==> src/rtl/egress_burst.sv <==
// egress_burst: burst-capable bridge from the internal bus to the egress port.
// One address beat (rw in bit DW-1, burst length) then 1..2^BLW data beats.
// Ports:
//   clk, rstN            clock, synchronous active-low reset
//   int_datavalid/rdy    internal beat handshake (int2eg_data, int_burstlen)
//   eg2int_data/valid    read data pulse back to internal side, _last on final
//   eg_ad_dataout/valid  registered address/write beat to external port
//   eg_last, eg_ready    final write beat flag, external consume strobe
//   eg_datain, eg_rvalid external read data
//   eg_busy, eg_timeout  not idle, one-cycle stall abort pulse
// Optional: define EGB_TIMEOUT_EN to enable the stall watchdog (TIMEOUT cycles).
module egress_burst #(
  parameter int DW      = 8,
  parameter int BLW     = 4,
  parameter int TIMEOUT = 255
) (
  input  logic          clk,
  input  logic          rstN,
  input  logic          int_datavalid,
  input  logic [DW-1:0] int2eg_data,
  input  logic [BLW-1:0] int_burstlen,
  output logic          int_datardy,
  output logic [DW-1:0] eg2int_data,
  output logic          eg2int_valid,
  output logic          eg2int_last,
  output logic [DW-1:0] eg_ad_dataout,
  output logic          eg_valid,
  output logic          eg_last,
  input  logic          eg_ready,
  input  logic [DW-1:0] eg_datain,
  input  logic          eg_rvalid,
  output logic          eg_busy,
  output logic          eg_timeout
);

  typedef enum logic [1:0] {
    IDLE,
    ADDR,
    WDATA,
    RDATA
  } state_t;

  localparam logic [BLW:0] ONE = 1;

  state_t         state;
  logic           rw;
  logic [BLW-1:0] len;
  logic [BLW:0]   lcnt;
  logic [BLW:0]   rcnt;
  logic           pop;
  logic           accept;
  logic           abort;

  assign pop     = eg_valid && eg_ready;
  assign accept  = int_datavalid && int_datardy;
  assign eg_busy = (state != IDLE);
  assign eg_last = (state == WDATA) && eg_valid && (lcnt == '0);

  always_comb begin
    int_datardy = 1'b0;
    unique case (state)
      IDLE:    int_datardy = 1'b1;
      ADDR:    int_datardy = !rw && eg_ready;
      WDATA:   int_datardy = (lcnt != '0) && (!eg_valid || eg_ready);
      RDATA:   int_datardy = 1'b0;
      default: int_datardy = 1'b0;
    endcase
  end

`ifdef EGB_TIMEOUT_EN
  localparam int SW = $clog2(TIMEOUT + 1);

  logic [SW-1:0] scnt;
  logic          stall;
  logic          tmo;

  // A stall is a cycle where the active side makes no progress.
  always_comb begin
    stall = 1'b0;
    unique case (state)
      ADDR, WDATA: stall = eg_valid && !eg_ready;
      RDATA:       stall = !eg_rvalid;
      default:     stall = 1'b0;
    endcase
  end

  assign abort = stall && (scnt == SW'(TIMEOUT - 1));

  always_ff @(posedge clk) begin
    if (!rstN) begin
      scnt <= '0;
      tmo  <= 1'b0;
    end else begin
      tmo <= abort;
      if (!stall || abort)
        scnt <= '0;
      else
        scnt <= scnt + 1'b1;
    end
  end

  assign eg_timeout = tmo;
`else
  assign abort      = 1'b0;
  assign eg_timeout = 1'b0;
`endif

  always_ff @(posedge clk) begin
    if (!rstN) begin
      state         <= IDLE;
      rw            <= 1'b0;
      len           <= '0;
      lcnt          <= '0;
      rcnt          <= '0;
      eg_valid      <= 1'b0;
      eg_ad_dataout <= '0;
      eg2int_data   <= '0;
      eg2int_valid  <= 1'b0;
      eg2int_last   <= 1'b0;
    end else begin
      eg2int_valid <= 1'b0;
      eg2int_last  <= 1'b0;
      if (abort) begin
        state    <= IDLE;
        eg_valid <= 1'b0;
        lcnt     <= '0;
        rcnt     <= '0;
      end else begin
        unique case (state)
          IDLE: begin
            if (accept) begin
              eg_ad_dataout <= int2eg_data;
              eg_valid      <= 1'b1;
              rw            <= int2eg_data[DW-1];
              len           <= int_burstlen;
              lcnt          <= {1'b0, int_burstlen} + ONE;
              state         <= ADDR;
            end
          end
          ADDR: begin
            if (pop) begin
              if (rw) begin
                eg_valid <= 1'b0;
                rcnt     <= {1'b0, len} + ONE;
                state    <= RDATA;
              end else begin
                state <= WDATA;
                // First data beat may ride the address pop.
                if (int_datavalid) begin
                  eg_ad_dataout <= int2eg_data;
                  lcnt          <= lcnt - ONE;
                end else begin
                  eg_valid <= 1'b0;
                end
              end
            end
          end
          WDATA: begin
            if (pop && eg_last) begin
              eg_valid <= 1'b0;
              state    <= IDLE;
            end else if (accept) begin
              eg_ad_dataout <= int2eg_data;
              eg_valid      <= 1'b1;
              lcnt          <= lcnt - ONE;
            end else if (pop) begin
              eg_valid <= 1'b0;
            end
          end
          RDATA: begin
            if (eg_rvalid) begin
              eg2int_data  <= eg_datain;
              eg2int_valid <= 1'b1;
              eg2int_last  <= (rcnt == ONE);
              rcnt         <= rcnt - ONE;
              if (rcnt == ONE)
                state <= IDLE;
            end
          end
          default: state <= IDLE;
        endcase
      end
    end
  end

endmodule

==> config.mk <==
export PLATFORM = sky130hd
export DESIGN_NAME = egress_burst
export DESIGN_NICKNAME = d
export VERILOG_FILES = /design/src/rtl/egress_burst.sv
export SDC_FILE = /design/constraint.sdc
export NUM_CORES = 1
export LEC_CHECK = 0
export BUFFER_PORTS_ARGS = -buffer_cell sky130_fd_sc_hd__buf_2
export CORE_MARGIN = 2
export CORE_UTILIZATION = 40
export DETAILED_ROUTE_END_ITERATION = 12
export HOLD_SLACK_MARGIN = 0.08
export PLACE_DENSITY = 0.59
export REMOVE_ABC_BUFFERS = 1
export SETUP_SLACK_MARGIN = 0.4
export SYNTH_ARGS = -nofsm -noshare
export SYNTH_HDL_FRONTEND = slang
export SYNTH_SLANG_ARGS = --single-unit
==> constraint.sdc <==
create_clock -name clk -period 2.4 [get_ports clk]
set_clock_uncertainty 0.1 [all_clocks]
set_input_delay 0.36 -clock clk [delete_from_list [all_inputs] [get_ports clk]]
set_output_delay 0.36 -clock clk [all_outputs]
set_load 0.01 [all_outputs]
# Yosys cells after proc, flatten, opt, wreduce, memory -nomap -nowiden
# Cells that the tools add are included.
# word_totals
in_bits	25
elab_cells	89
out_inout_bits	23
regBits	36
# classes
n_mux	34
add_sub_neg	4
n_reduce_logical	25
n_eq_ne	16
# op_table
operator	count
5-bit 2-to-1 mux	9
8-bit 2-to-1 mux	5
8-bit one-hot mux with 3 select lines	1
2-bit inequality test (second input constant)	9
5-bit one-hot mux with 3 select lines	1
5-bit AND reduction	3
4-bit by 1-bit adder with 5-bit output (second input constant)	2
2-bit 2-to-1 mux	5
5-bit one-hot mux with 2 select lines	1
5-bit by 1-bit subtractor with 5-bit output (second input constant)	2
1-bit 2-to-1 mux	9
2-bit one-hot mux with 4 select lines	1
1-bit logical AND	7
7-bit AND reduction	1
2-bit AND reduction	3
5-bit by 1-bit == test with 1-bit output (second input constant)	1
5-bit zero test	1
5-bit nonzero test	1
2-bit == test (second input constant)	2
4-bit by 3-bit inequality test with 1-bit output (second input constant)	1
1-bit one-hot mux with 4 select lines	1
4-bit AND reduction	1
2-bit nonzero test	2
3-bit inequality test (second input constant)	1
8 further kinds	9

# Logic depth before layout (Yosys ltp)
# Gate-level depths: netlist of the first run.
# logic_depth
word_depth	8
mapped_depth	9
ltp_nobuf	7

# Worst setup path before layout of the first run
# Ideal clock, no wire load.
# synth_timing
kind	flip-flop to flip-flop
from	register state[0]
to	register lcnt[0]
n_path_buf	1
stages_incl_launch_ff	9
setup_slack_ps	238
arrival_ps	1945
cell_sequence	dfxtp_1 inv_1 ha_1 buf_4 and3_1 a221o_1 nor3_4 o21ai_2 a32o_1
# synth_between
elab_chain_len	6
word_cells_on_any_way	18
cone_classes	9 x eq/ne; 2 x mux; 7 x reduce/logical
# synth_rtl
item	line_no	rtl
from (decl)	45	state_t state;
from (signal assigned)	110	state <= IDLE;
from (signal assigned)	124	state <= IDLE;
from (signal assigned)	137	state <= ADDR;
branches (longest 6 deep; another with 7-bit AND reduction)	--	
to (signal assigned)	136	lcnt <= {1'b0, int_burstlen} + ONE;
to (signal assigned)	151	lcnt <= lcnt - ONE;
to (signal assigned)	165	lcnt <= lcnt - ONE;
to (decl)	48	logic [BLW:0] lcnt;
# Several ways; the timed one is not identified.
# A chain may end at the register's enable or synchronous reset.

# Worst setup path after layout of the first run
# layout_timing
from	register lcnt[0]
to	output int_datardy
# layout_between
elab_chain_len	3
# layout_rtl
item	line_no	rtl
5-bit nonzero test	64	WDATA: int_datardy = (lcnt != '0) && (!eg_valid || eg_ready);
1-bit logical AND	64	
1-bit one-hot mux with 4 select lines	61	unique case (state)
to (decl)	22	output logic int_datardy,
# Every way passes these cells.

==> flow_metrics.tcl, run 1 <==
set metrics [dict create \
    path_clk_slew_ns 0.08 \
    p_sw_share_pct 40.6 \
    synth_edf_count 0 \
    root_buffer "clkbuf_8" \
    synth-warning-count 0 \
    cts_hold_buf 0 \
    multi_input_area_mm2 0.00129 \
    rsz0062_at_grt "true" \
    ctsHtreeMaxLevel 2 \
    final_common_cell "buf_2" \
    drt_pass1_iterations 4 \
    r2r.worst_path.cells 7 \
    fin_util_pct 51.2 \
    comb_power_share_pct 53.5 \
    synth-seq-cells 36 \
    drc 0 \
    vias_per_cell 5.05 \
    maxCapViolations 0 \
    first_global_vias 1562 \
    num_io_pins 48 \
    track_usage_pct 16.9 \
    cts_buffers 5 \
    required_ns 1.94 \
    drt-wirelength-per-cell_um 12.4 \
    setup.worst_path.start_class "flip-flop" \
    timing.rr.end "lcnt[0]$_SDFFE_PN0P_" \
    p_leak_nw 1.08 \
    drt-total-wl_um 4550 \
    antenna_found_initial 0 \
    peakVddDrop_v 0.000578 \
    pwr-share-clk_pct 16.2 \
    final_cell_mix "buf_2, nand2_1, dfxtp_1" \
    setup_slack_ns 0.220 \
    crit_arrival_ns 1.72 \
    p_int_w 0.00170 \
    power_density_mw_per_mm2 1110 \
    yosysSeqAreaShare_pct 34.9 \
    period_minus_slack_ns 2.18 \
    cts.sinks 36 \
    async_reset_ff_share_pct 0 \
    hold_class "input pin to flip-flop" \
    grt_overflow 0 \
    vias 1850 \
    regArea_um2 726 \
    gp_congestion 0.819 \
    die_h_um 75.9 \
    crit_path_end_kind "primary output" \
    synth_ff_type "dfxtp_1" \
    synth_area_mm2 0.00207 \
    finalCritPeriodShare_pct 90.8 \
    pre_cts_slack_ns 0.163 \
    tns_ns 0 \
    initial_utilization_pct 41.0 \
    portBuffers 46 \
    area_growth_pct 24.8 \
    drv_slew 0 \
    hp-start "int2eg_data[6]" \
    hpwl_um 3150 \
    grt_max_degree 32 \
    fillers 490 \
    slew-limit-headroom_pct 63.6 \
    coreArea_mm2 0.00504 \
    num_antenna_cells 0 \
    drtIter0Drc 149 \
    crit_fanout 2 \
    outcome "complete, no violations" \
    synth.distinct_cells 52 \
    layout-drive-gt1-share_pct 32.1 \
    p_sw_w 0.00116 \
    postRouteAntennaNets 0 \
    grt_pass1_wl_um 7450 \
    die_x_um 75.9 \
    min_path_cells 3 \
    syn_inst 243 \
    dieArea_mm2 0.00576 \
    cts_buffer_depth 2 \
    hold-path-endpoint "eg_ad_dataout[6]$_SDFFE_PN0P_" \
    fin_nets 331 \
    clkLatencyLatePin_ns 0.29 \
    p_seq_share_pct 30.4 \
    syn_area_per_cell_um2 8.51 \
    cts_tree "built" \
    rrSetupSlack_ns 0.23 \
    p_total_w 0.00285 \
    reg2reg_from "lcnt[0]$_SDFFE_PN0P_" \
    rows 26 \
    fmax_mhz 459 \
    setup_viol 0 \
    finalHoldViolations 0 \
    path_class "flip-flop to primary output" \
    tightestPinTransition_ns 0.546 \
]
[timing repair]
action,4_1_cts,5_1_grt
cloned,1,0
resized for setup,10,8
setup buffers,5,0
endpoints found under the hold margin,0,0
pin swaps,2,1
setup endpoints to repair,22,28
[power groups by stage]
stage | Combinational (W) | Clock (W) | Sequential, W
floorplan | 0.000951 | 0 | 0.000869
global placement | 0.00133 | 0 | 0.000862
detailed placement | 0.00133 | 0 | 0.000867
CTS | 0.00147 | 0.000482 | 0.000861
global route | 0.00169 | 0.000516 | 0.000887
finish | 0.00153 | 0.000462 | 0.000867
[layout make-up]
| type | count | area share, % |
|---|---|---|
| flip-flops and latches | 36 | 28.1 |
| clock inverters | 2 | 0.533 |
| well taps | 70 | 3.39 |
| repair buffers | 59 | 13.1 |
| inverters | 12 | 1.75 |
| clock buffers | 6 | 3.20 |
| multi-input cells | 181 | 49.9 |
[routing by layer]
| metal | part of all wire [%] | up-vias | wire length, µm | track usage, % |
|---|---|---|---|---|
| li1 | - | 956 | - | - |
| met1 | 50 | 856 | 2260 | 24.1 |
| met2 | 46 | 36 | 2080 | 25.6 |
| met3 | 4.2 | 2 | 193 | 4.37 |
| met4 | 0.42 | 0 | 19 | 4.09 |
| met5 | 0 | - | 0 | 0 |
[state kept, by name, summed over array words and instances (netlist names)]
name / cells
eg2int_valid: 1
rcnt: 5
eg_ad_dataout: 8
eg2int_last: 1
lcnt: 5
eg2int_data: 8
rw: 1
eg_valid: 1
len: 4
state: 2
[how the worst max path moves through the flow]
stage | from | end | slack [ns] | cells after the start
after floorplan | state[0]$_SDFFE_PN0P_ | eg_ad_dataout[0]$_SDFFE_PN0P_ | 0.02 | 7
after global placement | state[1]$_SDFFE_PN0P_ | lcnt[0]$_SDFFE_PN0P_ | 0.24 | 7
after detailed placement | state[1]$_SDFFE_PN0P_ | lcnt[0]$_SDFFE_PN0P_ | 0.16 | 7
after CTS | lcnt[0]$_SDFFE_PN0P_ | int_datardy | 0.20 | 6
after global routing | lcnt[0]$_SDFFE_PN0P_ | int_datardy | 0.11 | 6
final | lcnt[0]$_SDFFE_PN0P_ | int_datardy | 0.22 | 6
[synthesized netlist by cell type, types with 2 or more instances]
library cell  count  area (µm²)
dfxtp_1          36         721
nand2_1          35         131
nand3_1          21         105
inv_1            12        45.0
ha_1             11         138
clkbuf_1         10        37.5
nor2_1            9        33.8
a21boi_0          8        60.1
mux2i_1           8        80.1
o21ai_0           8        40.0
a21oi_1           7        35.0
nor2b_1           7        43.8
o21ai_1           6        30.0
xnor2_1           5        43.8
and2_1            4        25.0
and3_1            4        25.0
o21ai_2           4        35.0
o2111ai_1         3        26.3
a21o_1            2        15.0
a311oi_2          2        30.0
a31oi_1           2        12.5
buf_4             2        15.0
nand2b_1          2        12.5
nand3_2           2        20.0
nor3_1            2        10.0
nor3_2            2        20.0
nor4b_1           2        17.5
o21bai_1          2        15.0
xor2_1            2        17.5
[critical path, cell delays in order, from the launching register on]
cell      delay, ns
dfxtp_2        0.33
inv_2          0.07
ha_4           0.12
or4b_4         0.47
a311oi_4       0.24
inv_1          0.06
buf_2          0.14
[stage by stage]
stage | instance area (µm²) | hold WS [ns] | cells
floorplan | 1990 | 0.349 | 228
global placement | 2370 | 0.334 | 352
detailed placement | 2370 | 0.340 | 352
CTS | 2540 | 0.175 | 366
global route | 2580 | 0.197 | 366
finish | 2580 | 0.185 | 366
[cells by family (layout without fill, tap and decap cells)]
logic type | after synthesis | in the layout | share of synthesized area, %
adder cells (fa/ha/maj) | 11 | 11 | 6.66
flip-flops | 36 | 36 | 34.9
AO/OA/AOI/OAI | 57 | 57 | 21.3
buffers and inverters | 27 | 79 | 5.69
other | 1 | 1 | 0.181
multiplexers | 8 | 8 | 3.87
AND/OR/NAND/NOR | 96 | 97 | 24.5
XOR/XNOR | 7 | 7 | 2.97
No activity file was read; power rests on OpenSTA's default activity.
==> run 2, diff against run 1 <==
--- a/config.mk
+++ b/config.mk
@@ -9,9 +9,10 @@
 export CORE_MARGIN = 2
 export CORE_UTILIZATION = 40
 export DETAILED_ROUTE_END_ITERATION = 12
+export GPL_ROUTABILITY_DRIVEN = 0
 export HOLD_SLACK_MARGIN = 0.08
 export PLACE_DENSITY = 0.59
-export REMOVE_ABC_BUFFERS = 1
+export RECOVER_POWER = 100
 export SETUP_SLACK_MARGIN = 0.4
 export SYNTH_ARGS = -nofsm -noshare
 export SYNTH_HDL_FRONTEND = slang
==> run 2 against run 1 <==
Via count rose by 4.5%. Power rose by 7.4%. Non-clock buffer count rose by 10. Critical endpoint is now len[0]$_SDFFE_PN0P_. Design area rose by 3.3%. Combinational power rose by 10%. Global-route usage rose by 0.98 points. Die area did not move.
==> flow_metrics.tcl, run 2 (synthesis gave the netlist of run 1 again) <==
set metrics [dict create \
    outcome "complete, no violations" \
    setup_viol 0 \
    finalCritPeriodShare_pct 94.0 \
    path_clk_slew_ns 0.07 \
    wl_met1_um 2390 \
    reg.largest.list "eg2int_data x8, eg_ad_dataout x8" \
    fin_nets 341 \
    vias_per_cell 5.14 \
    path_class "flip-flop to flip-flop" \
    drt-wirelength-per-cell_um 13.6 \
    final_cell_mix "nand2_1, dfxtp_1, buf_2" \
    synth_nets 279 \
    hpwl_um 3440 \
    initial_utilization_pct 41.0 \
    power_density_mw_per_mm2 1150 \
    cts.sinks 36 \
    grt_max_degree 32 \
    drt_pass1_iterations 4 \
    critPathBufInv 3 \
    highest_layer "met4" \
    hp-start "int2eg_data[6]" \
    num_io_pins 48 \
    min_path_cells 3 \
    required_ns 2.48 \
    rows 26 \
    routed-wl-met3_um 170 \
    crit_fanout 5 \
    first_global_vias 1724 \
    cp_cell_sequence "inv_2 -> ha_4 -> or4b_1 -> a311oi_4 -> clkbuf_1 -> nor3_4 -> clkbuf_2 -> mux2i_1 -> nor2b_1" \
    coreArea_mm2 0.00504 \
    cts_hold_buf 0 \
    cts_tree "built" \
    setup.worst_path.start_class "flip-flop" \
    rrSetupSlack_ns 0.14 \
    r2r.worst_path.cells 9 \
    peakVddDrop_v 0.000606 \
    cpPeakStageDelay_ns 0.51 \
    root_buffer "clkbuf_8" \
    num_antenna_cells 0 \
    drt-total-wl_um 5120 \
    finalHoldViolations 0 \
    hold_ws_ns 0.187 \
    grt_pass1_wl_um 7910 \
    slew-limit-headroom_pct 58.3 \
    period_minus_slack_ns 2.26 \
    p_leak_nw 1.05 \
    area_growth_pct 28.9 \
    cts_buffer_depth 2 \
    antenna_found_initial 0 \
    clkLatencyLatePin_ns 0.28 \
    drv_slew 0 \
    crit_path_end_kind "flip-flop" \
    rsz0062_at_grt "true" \
    hold_class "input pin to flip-flop" \
    reg2reg_from "lcnt[1]$_SDFFE_PN0P_" \
    track_usage_pct 17.9 \
    grt_overflow 0 \
    timing.rr.end "len[0]$_SDFFE_PN0P_" \
    drc 0 \
    dieArea_mm2 0.00576 \
    cts_buffers 5 \
    fmax_mhz 443 \
    tightestPinTransition_ns 0.626 \
    layout-drive-gt1-share_pct 27.1 \
    postRouteAntennaNets 0 \
    crit_family "simple AND/OR/NAND/NOR gates" \
    ctsHtreeMaxLevel 2 \
    maxCapViolations 0 \
    portBuffers 46 \
    die_x_um 75.9 \
    hold-path-endpoint "eg_ad_dataout[6]$_SDFFE_PN0P_" \
    fin_util_pct 52.9 \
    crit_arrival_ns 2.34 \
    crit_slowest_cell "or4b_1" \
    wl_met2_um 2430 \
    drtIter0Drc 66 \
    vias 1934 \
    die_h_um 75.9 \
    tns_ns 0 \
]
[run 2: changes by cell type in the layout (fill, tap and decap cells not counted), sizes merged]
cell    before  now
buf         59   46
bufinv       0    1
clkbuf       6   29
inv         13   12
[run 2: per-stage QoR]
step | cells | setup slack [ns] | total power [W] | area (µm²)
global placement | 348 | 0.205 | 0.00217 | 2360
floorplan | 243 | 0.406 | 0.00189 | 2090
detailed placement | 348 | 0.177 | 0.00219 | 2360
CTS | 369 | 0.144 | 0.00304 | 2660
global route | 376 | 0.0677 | 0.00326 | 2670
finish | 376 | 0.144 | 0.00306 | 2670
[run 2: area by class of cell]
type	count	area, µm²
Tap cell	70	87.6
Timing Repair Buffer	69	394
Clock buffer	6	72.6
Sequential cell	36	722
Multi-Input combinational cell	181	1310
Clock inverter	2	35.0
Fill cell	486	2380
Inverter	12	45.0
[run 2: worst reg2reg max path, stage by stage (launching register included)]
cell and delay (ns):
dfxtp_1 0.33, inv_2 0.08, ha_4 0.13, or4b_1 0.51, a311oi_4 0.27, clkbuf_1 0.26, nor3_4 0.05, clkbuf_2 0.19
mux2i_1 0.18, nor2b_1 0.06
[run 2: report_power, final]
part / internal (W) / total, W / switching, W
Sequential: 0.000735 / 0.000855 / 0.000120
Clock: 0.000308 / 0.000522 / 0.000213
Combinational: 0.000785 / 0.00169 / 0.000902
[run 2: what timing repair did]
| item | in CTS | in global routing |
|---|---|---|
| setup buffers | 12 | 7 |
| resized for setup | 18 | 5 |
| pin swaps | 5 | 6 |
| endpoints found under the setup margin | 23 | 28 |
| gates cloned | 1 | 0 |
[run 2: worst max-delay path by stage]
stage	startpoint	endpoint	slack [ns]	cells after the start
final	lcnt[1]$_SDFFE_PN0P_	len[0]$_SDFFE_PN0P_	0.14	9
after global routing	lcnt[1]$_SDFFE_PN0P_	eg_ad_dataout[4]$_SDFFE_PN0P_	0.07	9
after CTS	lcnt[0]$_SDFFE_PN0P_	int_datardy	0.14	6
after detailed placement	state[0]$_SDFFE_PN0P_	eg_ad_dataout[2]$_SDFFE_PN0P_	0.18	7
after global placement	state[1]$_SDFFE_PN0P_	len[1]$_SDFFE_PN0P_	0.20	8
after floorplan	state[0]$_SDFFE_PN0P_	lcnt[0]$_SDFFE_PN0P_	0.41	8
[run 2: routing by layer]
layer | vias up | track usage (%)
met5 | - | 0
met3 | 16 | 3.70
li1 | 974 | -
met4 | 0 | 7.80
met2 | 42 | 28.2
met1 | 902 | 23.7
